[src/rtl/riscvibe_pkg.sv]
// Shared types and constants for the riscvibe core front end.
package riscvibe_pkg;

    typedef struct packed {
        logic [31:0] pc;
        logic [31:0] instr;
    } fetch_entry_t;

    localparam int          FETCH_FIFO_DEPTH_DEFAULT = 4;
    localparam logic [31:0] INSTR_NOP                = 32'h00000013;

endpackage

[src/rtl/fetch_fifo.sv]
// Synchronous FIFO of fetch entries with flush; the head is read straight from
// the storage flops, so a pushed entry becomes visible the cycle after the push.
module fetch_fifo
    import riscvibe_pkg::*;
#(
    parameter int DEPTH = FETCH_FIFO_DEPTH_DEFAULT,
    localparam int CW   = $clog2(DEPTH + 1)
) (
    input  logic         clk,
    input  logic         rst_n,
    input  logic         flush,
    input  logic         push,
    input  fetch_entry_t push_data,
    input  logic         pop,
    output logic         out_valid,
    output fetch_entry_t out_data,
    output logic         full,
    output logic         empty,
    output logic [CW-1:0] count
);

    localparam int PW = $clog2(DEPTH);

    fetch_entry_t  mem_q [DEPTH];
    fetch_entry_t  mem_d [DEPTH];
    logic [PW-1:0] rd_ptr_q, rd_ptr_d;
    logic [PW-1:0] wr_ptr_q, wr_ptr_d;
    logic [CW-1:0] count_q, count_d;
    logic          do_push, do_pop;

    function automatic logic [PW-1:0] next_ptr(input logic [PW-1:0] p);
        return (p == PW'(DEPTH - 1)) ? '0 : p + PW'(1);
    endfunction

    // A push into a full FIFO is accepted only when the head leaves in the same cycle.
    assign do_pop  = pop && (count_q != '0);
    assign do_push = push && ((count_q != CW'(DEPTH)) || do_pop);

    always_comb begin
        mem_d    = mem_q;
        rd_ptr_d = rd_ptr_q;
        wr_ptr_d = wr_ptr_q;
        count_d  = count_q;
        if (flush) begin
            rd_ptr_d = '0;
            wr_ptr_d = '0;
            count_d  = '0;
        end else begin
            if (do_push) begin
                mem_d[wr_ptr_q] = push_data;
                wr_ptr_d        = next_ptr(wr_ptr_q);
            end
            if (do_pop) begin
                rd_ptr_d = next_ptr(rd_ptr_q);
            end
            count_d = count_q + CW'(do_push) - CW'(do_pop);
        end
    end

    always_ff @(posedge clk) begin
        if (!rst_n) begin
            rd_ptr_q <= '0;
            wr_ptr_q <= '0;
            count_q  <= '0;
            for (int i = 0; i < DEPTH; i++) begin
                mem_q[i] <= '0;
            end
        end else begin
            rd_ptr_q <= rd_ptr_d;
            wr_ptr_q <= wr_ptr_d;
            count_q  <= count_d;
            mem_q    <= mem_d;
        end
    end

    assign out_valid = (count_q != '0);
    assign out_data  = out_valid ? mem_q[rd_ptr_q] : '0;
    assign full      = (count_q == CW'(DEPTH));
    assign empty     = (count_q == '0);
    assign count     = count_q;

endmodule

[src/rtl/fetch_controller.sv]
// Fetch stage: owns the PC, issues in-order imem requests under a credit limit,
// tags responses with their PC, drops stale ones after a redirect, and buffers the rest.
module fetch_controller
    import riscvibe_pkg::*;
#(
    parameter logic [31:0] RESET_VECTOR = 32'h00000000,
    parameter int          FIFO_DEPTH   = FETCH_FIFO_DEPTH_DEFAULT
) (
    input  logic                              clk,
    input  logic                              rst_n,
    input  logic                              fetch_enable,
    input  logic                              redirect_valid,
    input  logic [31:0]                       redirect_pc,
    output logic                              imem_req,
    output logic [31:0]                       imem_addr,
    input  logic                              imem_gnt,
    input  logic                              imem_rvalid,
    input  logic [31:0]                       imem_rdata,
    output logic                              if_valid,
    output logic [31:0]                       if_pc,
    output logic [31:0]                       if_instr,
    input  logic                              if_ready,
    output logic [$clog2(FIFO_DEPTH+1)-1:0]   outstanding
);

    localparam int CW = $clog2(FIFO_DEPTH + 1);

    logic [31:0]   pc_q, pc_d;
    logic [CW-1:0] kill_cnt_q, kill_cnt_d;
    logic [CW-1:0] tag_count, buf_count;
    fetch_entry_t  tag_head, buf_head;
    logic          tag_full, tag_empty, buf_full, buf_empty;
    logic          credit_ok, issue, resp, killed, buf_push, buf_pop;
    logic          unused_sigs;

    // Outstanding plus buffered entries never exceed the buffer depth, so every
    // response in flight is guaranteed a slot.
    assign credit_ok = ({1'b0, tag_count} + {1'b0, buf_count}) < (CW+1)'(FIFO_DEPTH);
    assign imem_req  = fetch_enable && !redirect_valid && credit_ok;
    assign imem_addr = pc_q;
    assign issue     = imem_req && imem_gnt;

    assign resp     = imem_rvalid && (tag_count != '0);
    assign killed   = resp && (kill_cnt_q != '0);
    assign buf_push = resp && !killed && !redirect_valid;
    assign buf_pop  = if_valid && if_ready;

    always_comb begin
        pc_d       = pc_q;
        kill_cnt_d = kill_cnt_q;
        if (redirect_valid) begin
            pc_d       = {redirect_pc[31:2], 2'b00};
            kill_cnt_d = tag_count - CW'(resp);
        end else begin
            if (issue) begin
                pc_d = pc_q + 32'd4;
            end
            if (killed) begin
                kill_cnt_d = kill_cnt_q - CW'(1);
            end
        end
    end

    always_ff @(posedge clk) begin
        if (!rst_n) begin
            pc_q       <= RESET_VECTOR;
            kill_cnt_q <= '0;
        end else begin
            pc_q       <= pc_d;
            kill_cnt_q <= kill_cnt_d;
        end
    end

    // The tag queue is never flushed: killed requests still return and must be matched.
    fetch_fifo #(.DEPTH(FIFO_DEPTH)) u_tag_q (
        .clk       (clk),
        .rst_n     (rst_n),
        .flush     (1'b0),
        .push      (issue),
        .push_data ('{pc: pc_q, instr: 32'h0}),
        .pop       (resp),
        .out_valid (),
        .out_data  (tag_head),
        .full      (tag_full),
        .empty     (tag_empty),
        .count     (tag_count)
    );

    fetch_fifo #(.DEPTH(FIFO_DEPTH)) u_instr_buf (
        .clk       (clk),
        .rst_n     (rst_n),
        .flush     (redirect_valid),
        .push      (buf_push),
        .push_data ('{pc: tag_head.pc, instr: imem_rdata}),
        .pop       (buf_pop),
        .out_valid (if_valid),
        .out_data  (buf_head),
        .full      (buf_full),
        .empty     (buf_empty),
        .count     (buf_count)
    );

    assign if_pc       = buf_head.pc;
    assign if_instr    = buf_head.instr;
    assign outstanding = tag_count;
    assign unused_sigs = ^{redirect_pc[1:0], tag_head.instr, tag_full, tag_empty, buf_empty};

`ifndef SYNTHESIS
    always_ff @(posedge clk) begin
        if (rst_n) begin
            assert (!(imem_rvalid && tag_count == '0));
            assert (!(buf_push && buf_full && !buf_pop));
            assert (kill_cnt_q <= tag_count);
        end
    end
`endif

endmodule
[config.mk]
export PLATFORM = sky130hd
export DESIGN_NAME = fetch_controller
export DESIGN_NICKNAME = d
export VERILOG_FILES = /design/src/rtl/riscvibe_pkg.sv /design/src/rtl/fetch_fifo.sv /design/src/rtl/fetch_controller.sv
export SDC_FILE = /design/constraint.sdc
export NUM_CORES = 1
export LEC_CHECK = 0
export BUFFER_PORTS_ARGS = -buffer_cell sky130_fd_sc_hd__buf_2
export CORE_ASPECT_RATIO = 0.7
export CORE_MARGIN = 5
export CORE_UTILIZATION = 50
export CTS_BUF_LIST = sky130_fd_sc_hd__clkbuf_4 sky130_fd_sc_hd__clkbuf_8
export CTS_CLUSTER_DIAMETER = 100
export DETAILED_ROUTE_END_ITERATION = 10
export PLACE_DENSITY = 0.71
export RECOVER_POWER = 100
export SYNTH_ARGS = -nofsm -noshare
export SYNTH_HDL_FRONTEND = slang
export SYNTH_SLANG_ARGS = --single-unit
[constraint.sdc]
create_clock -name clk -period 2.2 [get_ports clk]
set_clock_uncertainty 0.05 [all_clocks]
set_input_delay 0.33 -clock clk [delete_from_list [all_inputs] [get_ports clk]]
set_output_delay 0.33 -clock clk [all_outputs]
set_load 0.005 [all_outputs]
==> impl_metrics.csv, run 1 <==
group,metric,value,unit
outcome,outcome,"finished with violations",
outcome,violations,"negative setup slack",
critical_path,cp_max_fo,6,
flow_run,maxCapViolCount,0,
cells_and_area,post-route-util,69.4,%
drt,ant_nets,0,
placement,hpwl,33.9,mm
synthesis,avgSynthCellArea,8.35,µm²
cts,cts.path.max_buffers,3,
timing,tightest_slew,721,ps
timing,max_freq,383,MHz
floorplan,start_util,51.0,%
timing,totalNegativeSetupSlack,-78020,ps
placement,dpl_cell_area,20400,µm²
drt,wl_met3,6.93,mm
global_route,grt_antenna_before_repair,2,
drt,drc,0,
critical_path,regToRegSetupSlack,-370,ps
placement,dpl.cell_count,2776,
drt,vias,18300,
global_route,grt.total_usage,26.8,%
critical_path,slowest_delay,530,ps
drt,top_layer,"met5",
placement,io_buffers,165,
timing,slew_violations,0,
synthesis,synth_area_leaders,"dfxtp_1 45%, nand2_1 13%, mux4_2 11%",
critical_path,path_cells,"buf_12 > buf_16 > mux4_2 > and2_4 > buf_6",
cts,cts_sinks,415,
timing,rsz0062_at_grt,"yes",
cells_and_area,seqCellArea,8320,µm²
floorplan,floorplan.rows,58,
drt,dr.pass1.iters,6,
cells_and_area,final_cells,2995,
cts,clock_latency,620,ps
synthesis,synth.top_cell.area_share,45.0,%
cts,cts_root_buffer,"clkbuf_8",
hold_path,hold_class,"primary input to flop",
cells_and_area,layout_common_cells,"466 x nand2_1, 410 x dfxtp_1, 277 x a21oi_1",
synthesis,synthCells,2212,
timing,min_period,2610,ps
drt,routedWlPerCell,22.2,µm
drt,route.met2.wl,31.0,mm
cells_and_area,fin_nets,2560,
synthesis,synth_seq_cells,415,
cts,clk_pin_slew,70,ps
drt,first_iter_violations,2183,
floorplan,ios,172,
timing,hold_violations,0,
synthesis,async_reset_ff_share,0,%
critical_path,path_class,"flop to output port",
synthesis,ys.flop_type,"dfxtp_1",
cells_and_area,final_common_cell,"nand2_1",
cts,cts_made_buffers,66,
timing,fin_crit_sh,119,%
global_route,grt.overflow.total,0,
timing,layout_setup_ws,-408,ps
critical_path,arrival,2230,ps
power,power.density,728,nW/µm²
cts,htree_levels,3,
cells_and_area,layout-drive-gt1-share,35.5,%
cells_and_area,area_delta_synth_final,36.2,%
cts,cts_tree,"done",
floorplan,die_height,171,µm
power,irDropWorstVdd,880,µV
cells_and_area,nFillCells,2509,
placement,routabilityCongestion,0.851,
power,p_total,18.3,mW
synthesis,synth_warnings,0,
global_route,grt_start_max_net_pins,142,
synthesis,yosysSeqAreaShare,45.0,%
global_route,grt_pass1_wl,89.1,mm
drt,drt_wl_total,66.4,mm
floorplan,die_area,40900,µm²
synthesis,synth-edff-count,0,
synthesis,synth_top_area_cell,"dfxtp_1",
placement,pre_cts_ws,-145,ps
power,p_leak,10.0,nW
critical_path,cp-end-kind,"output port",
drt,viasPerCell,6.10,
critical_path,cp_slowest_cell,"mux4_2",
timing,whs,24.1,ps
synthesis,netlist_area,18500,µm²
drt,wl_met1,26.0,mm
critical_path,start_kind,"flop",
timing,setup_viol,425,
global_route,grt_pass1_vias,16800,
floorplan,coreArea,36200,µm²
critical_path,critical_path_required,1820,ps
floorplan,fp.dieW,240,µm
timing,relSlewSlack,51.9,%
cells_and_area,finalInstanceArea,25100,µm²
cells_and_area,multi_input_area,10900,µm²
synthesis,synth.distinct_cells,59,
[worst max-delay path: cells and delay by family (launching register included)]
family | cells | cell delay (ps)
buf+inv | 3 | 400
flops | 1 | 470
mux | 1 | 530
simple gates | 1 | 190
[repair_timing]
action / 4_1_cts / 5_1_grt
gates resized for setup: 94 / 460
pin swaps: 54 / 231
gates cloned: 8 / 25
hold buffers: 56 / 0
buffers inserted: 4 / 10
setup endpoints to repair: 314 / 383
endpoints found under the hold margin: 152 / 0
[kinds of logic after synthesis]
family,Yosys count,synth area share (%)
buf+inv,221,5.45
compound gates,450,12.8
xor+xnor,13,0.617
mux,98,11.6
other cells,1,0.0203
simple gates,991,22.9
flops,415,45.0
fa+ha+maj,23,1.64
[routing by layer]
| layer | vias up | GRT usage, % |
|---|---|---|
| met1 | 8908 | 36.7 |
| met4 | 2 | 9.35 |
| met3 | 239 | 5.46 |
| li1 | 8003 | - |
| met5 | - | 0 |
| met2 | 1118 | 42.9 |
[final timing paths]
check                          startpoint                 end  cells after the start
setup reg to reg     u_instr_buf.count[2]  u_tag_q.mem_q[244]                     10
hold reg to reg         u_tag_q.mem_q[37]   u_tag_q.mem_q[37]                      2
setup / recovery  u_instr_buf.rd_ptr_q[0]           if_pc[21]                      5
hold / removal            redirect_pc[25]       imem_addr[25]                      3
[report_power, final]
part           leakage, nW  internal (mW)  switching, mW
registers             3.35           7.68          0.145
logic                 5.89           1.29           2.13
clock network        0.757           3.94           3.13
[sequential cells by signal, indices dropped and copies added (netlist names)]
register,cells
u_instr_buf.rd_ptr_q,2
u_tag_q.wr_ptr_q,2
u_tag_q.mem_q,120
u_instr_buf.mem_q,248
imem_addr,30
u_tag_q.rd_ptr_q,2
u_instr_buf.count,3
kill_cnt_q,3
u_tag_q.count,3
u_instr_buf.wr_ptr_q,2
[cell type report]
| class | instances | share of cell area [%] |
|---|---|---|
| Clock inverter | 12 | 0.348 |
| Multi-Input combinational cell | 1579 | 43.2 |
| Antenna cell | 1 | 0.00995 |
| Clock buffer | 104 | 5.27 |
| Timing Repair Buffer | 383 | 15.4 |
| Inverter | 21 | 0.353 |
| Sequential cell | 415 | 33.1 |
| Tap cell | 480 | 2.39 |
[synth_stat cells (all sizes together) (3+ instances only)]
cell	n
nand2	626
dfxtp	415
a21oi	392
nor2	151
clkbuf	112
mux4	92
buf	88
nand3	87
and2	70
ha	21
inv	21
o21ai	17
nand4	15
a31oi	13
and3	11
nor3	7
xor2	7
nor4	6
or3	6
xnor2	6
a211oi	4
and4	4
o21a	4
mux2	3
mux2i	3
or4	3
(Power assumes the default switching activity.)
==> run 2, diff against run 1 <==
--- a/config.mk
+++ b/config.mk
@@ -12,7 +12,7 @@
 export CTS_BUF_LIST = sky130_fd_sc_hd__clkbuf_4 sky130_fd_sc_hd__clkbuf_8
 export CTS_CLUSTER_DIAMETER = 100
 export DETAILED_ROUTE_END_ITERATION = 10
-export PLACE_DENSITY = 0.71
+export PLACE_DENSITY = 0.68
 export RECOVER_POWER = 100
 export SYNTH_ARGS = -nofsm -noshare
 export SYNTH_HDL_FRONTEND = slang
==> constraint.sdc (replaced) <==
create_clock -name clk -period 2.8 [get_ports clk]
set_clock_uncertainty 0.05 [all_clocks]
set_input_delay 0.42 -clock clk [delete_from_list [all_inputs] [get_ports clk]]
set_output_delay 0.42 -clock clk [all_outputs]
set_load 0.005 [all_outputs]
==> run 2 against run 1 <==
Effect of this change:
- the flow now finishes without violations
- global-route usage down 2.2 points
- via count down 10%
- power down 26%
- sequential share of layout area up 6.0 points
- sequential power down 20%
- critical endpoint is now if_pc[15]
- hold slack better by 13 ps
- core utilization down 11 points
- die area unchanged
- count of clock-buffer cells in the layout up 3
==> impl_metrics.csv, run 2 (synthesis gave the netlist of run 1 again) <==
group,metric,value,unit
placement,dpl.cell_count,2712,
timing,slew_violations,0,
cts,cts_sinks,415,
cells_and_area,layout_common_cells,"624 x nand2_1, 412 x dfxtp_1, 392 x a21oi_1",
drt,vias,16400,
floorplan,ios,172,
timing,hold_violations,0,
cells_and_area,regMostFlops,"u_instr_buf.mem_q",
cts,cts.path.max_buffers,3,
cells_and_area,nFillCells,3160,
cells_and_area,final_common_cell,"nand2_1",
placement,io_buffers,165,
global_route,grt_pass1_wl,82.3,mm
critical_path,start_kind,"flop",
timing,max_freq,369,MHz
global_route,grt_start_max_net_pins,162,
hold_path,hold_class,"primary input to flop",
cts,clock_latency,610,ps
cts,clk_pin_slew,60,ps
floorplan,die_height,171,µm
timing,setup_viol,0,
drt,ant_nets,0,
cells_and_area,layout-drive-gt1-share,17.4,%
cts,cts_tree,"done",
critical_path,cp.buffers_inverters,2,
power,combPwrFrac,13.5,%
critical_path,critical_path_required,2330,ps
power,p_leak,7.36,nW
global_route,grt.overflow.total,0,
cells_and_area,final_cells,2859,
floorplan,fp.dieW,240,µm
critical_path,arrival,2240,ps
global_route,grt.total_usage,24.7,%
cts,cts_made_buffers,66,
power,p_sw,3.81,mW
power,seqPwrFrac,45.9,%
timing,tightest_slew,1230,ps
drt,viasPerCell,5.73,
placement,routabilityCongestion,0.858,
drt,drc,0,
global_route,grt_antenna_before_repair,1,
power,power.density,638,nW/µm²
critical_path,cp-end-kind,"output port",
drt,drt_wl_total,51.7,mm
critical_path,cp_slowest_cell,"or3_2",
outcome,outcome,"completed",
critical_path,slowest_delay,520,ps
power,swShare,28.0,%
drt,first_iter_violations,1478,
critical_path,path_class,"flop to output port",
cells_and_area,finalInstanceArea,21300,µm²
drt,routedWlPerCell,18.1,µm
floorplan,floorplan.rows,58,
cts,cts_root_buffer,"clkbuf_8",
timing,fin_crit_sh,96.7,%
critical_path,crit_family,"simple AND/OR/NAND/NOR gates",
power,irDropWorstVdd,490,µV
critical_path,cp_max_fo,63,
drt,dr.pass1.iters,6,
global_route,grt_pass1_vias,16000,
placement,dpl_cell_area,19600,µm²
critical_path,path_cells,"or3_2 > buf_6 > and2_0 > buf_2",
cells_and_area,area_delta_synth_final,15.2,%
critical_path,regToRegSetupSlack,170,ps
timing,relSlewSlack,17.6,%
placement,hpwl,30.9,mm
cells_and_area,largest_reg_flops,248,
floorplan,start_util,51.0,%
floorplan,coreArea,36200,µm²
power,p_total,13.6,mW
power,power.share.clock,40.6,%
floorplan,die_area,40900,µm²
timing,min_period,2710,ps
timing,rsz0062_at_grt,"no",
timing,totalNegativeSetupSlack,0,ps
flow_run,maxCapViolCount,0,
power,p_int,9.76,mW
cells_and_area,fin_nets,2425,
cts,htree_levels,3,
## run 2: cell count changes in the layout (fill, tap and decap cells not counted), moves of 22 or more
cell,delta
and2_0,+47
a21oi_1,+115
buf_12,-28
nand2_2,-47
buf_6,-42
nand2_4,-111
dlygate4sd3_1,-26
nand2_1,+158
a21oi_2,-115
buf_4,-22
and2_4,-45
## run 2: per-stage QoR
step / hold slack (ps) / worst slack (ps) / util [%]
floorplan: 379 / 369 / -
global placement: 386 / 306 / 54.2
detailed placement: 392 / 289 / 54.2
CTS: 0.218 / 15.2 / 59.0
global route: 0.784 / 23.7 / 58.7
finish: 37.3 / 93.1 / 58.7
## run 2: power groups by stage
| stage | sequential (mW) | combinational, mW | clock, mW |
|---|---|---|---|
| finish | 6.23 | 1.83 | 5.51 |
| global route | 6.25 | 2.00 | 5.89 |
| CTS | 6.23 | 1.84 | 5.62 |
| detailed placement | 6.36 | 1.79 | 0 |
| global placement | 6.35 | 1.75 | 0 |
| floorplan | 6.26 | 1.31 | 0 |
## run 2: area by class of cell
cell class	count	area (µm²)	area share, %
Antenna cell	1	2.50	0.0118
Clock inverter	8	82.6	0.388
Sequential cell	415	8320	39.1
Inverter	21	86.3	0.406
Multi-Input combinational cell	1579	9150	43.0
Timing Repair Buffer	248	1700	8.00
Clock buffer	107	1330	6.25
Tap cell	480	601	2.82
## run 2: final timing paths
| path | depth (start not counted) | end | start |
|---|---|---|---|
| worst max-delay path | 4 | if_pc[15] | u_instr_buf.count[1] |
| worst min register to register | 2 | u_tag_q.mem_q[172] | u_tag_q.mem_q[172] |
| worst min-delay path | 3 | imem_addr[7] | redirect_pc[7] |
| worst max register to register | 6 | imem_addr[27] | imem_addr[8] |
## run 2: repair_timing
action | in CTS | in global routing
endpoints found under the hold margin | 88 | 0
hold buffers | 30 | 0
cloned | 0 | 0
gates resized for setup | 1 | 1
setup buffers | 1 | 0
endpoints found under the setup margin | 44 | 9
## run 2: routing by layer
metal  GRT usage, %  part of all wire (%)  routed length (µm)
met2           41.0                    48               24900
met3           5.17                   7.2                3700
met1           32.1                    42               21900
met4           9.12                   2.3                1190
met5              0                 0.025                  13
## run 2: worst reg2reg max path, cell delays in order, from the launching register on
cell and delay (ps):
dfxtp_1 340, clkbuf_1 410, nand2_1 190, nor4_2 670
nand4_1 430, o21ai_0 310, o211a_1 180
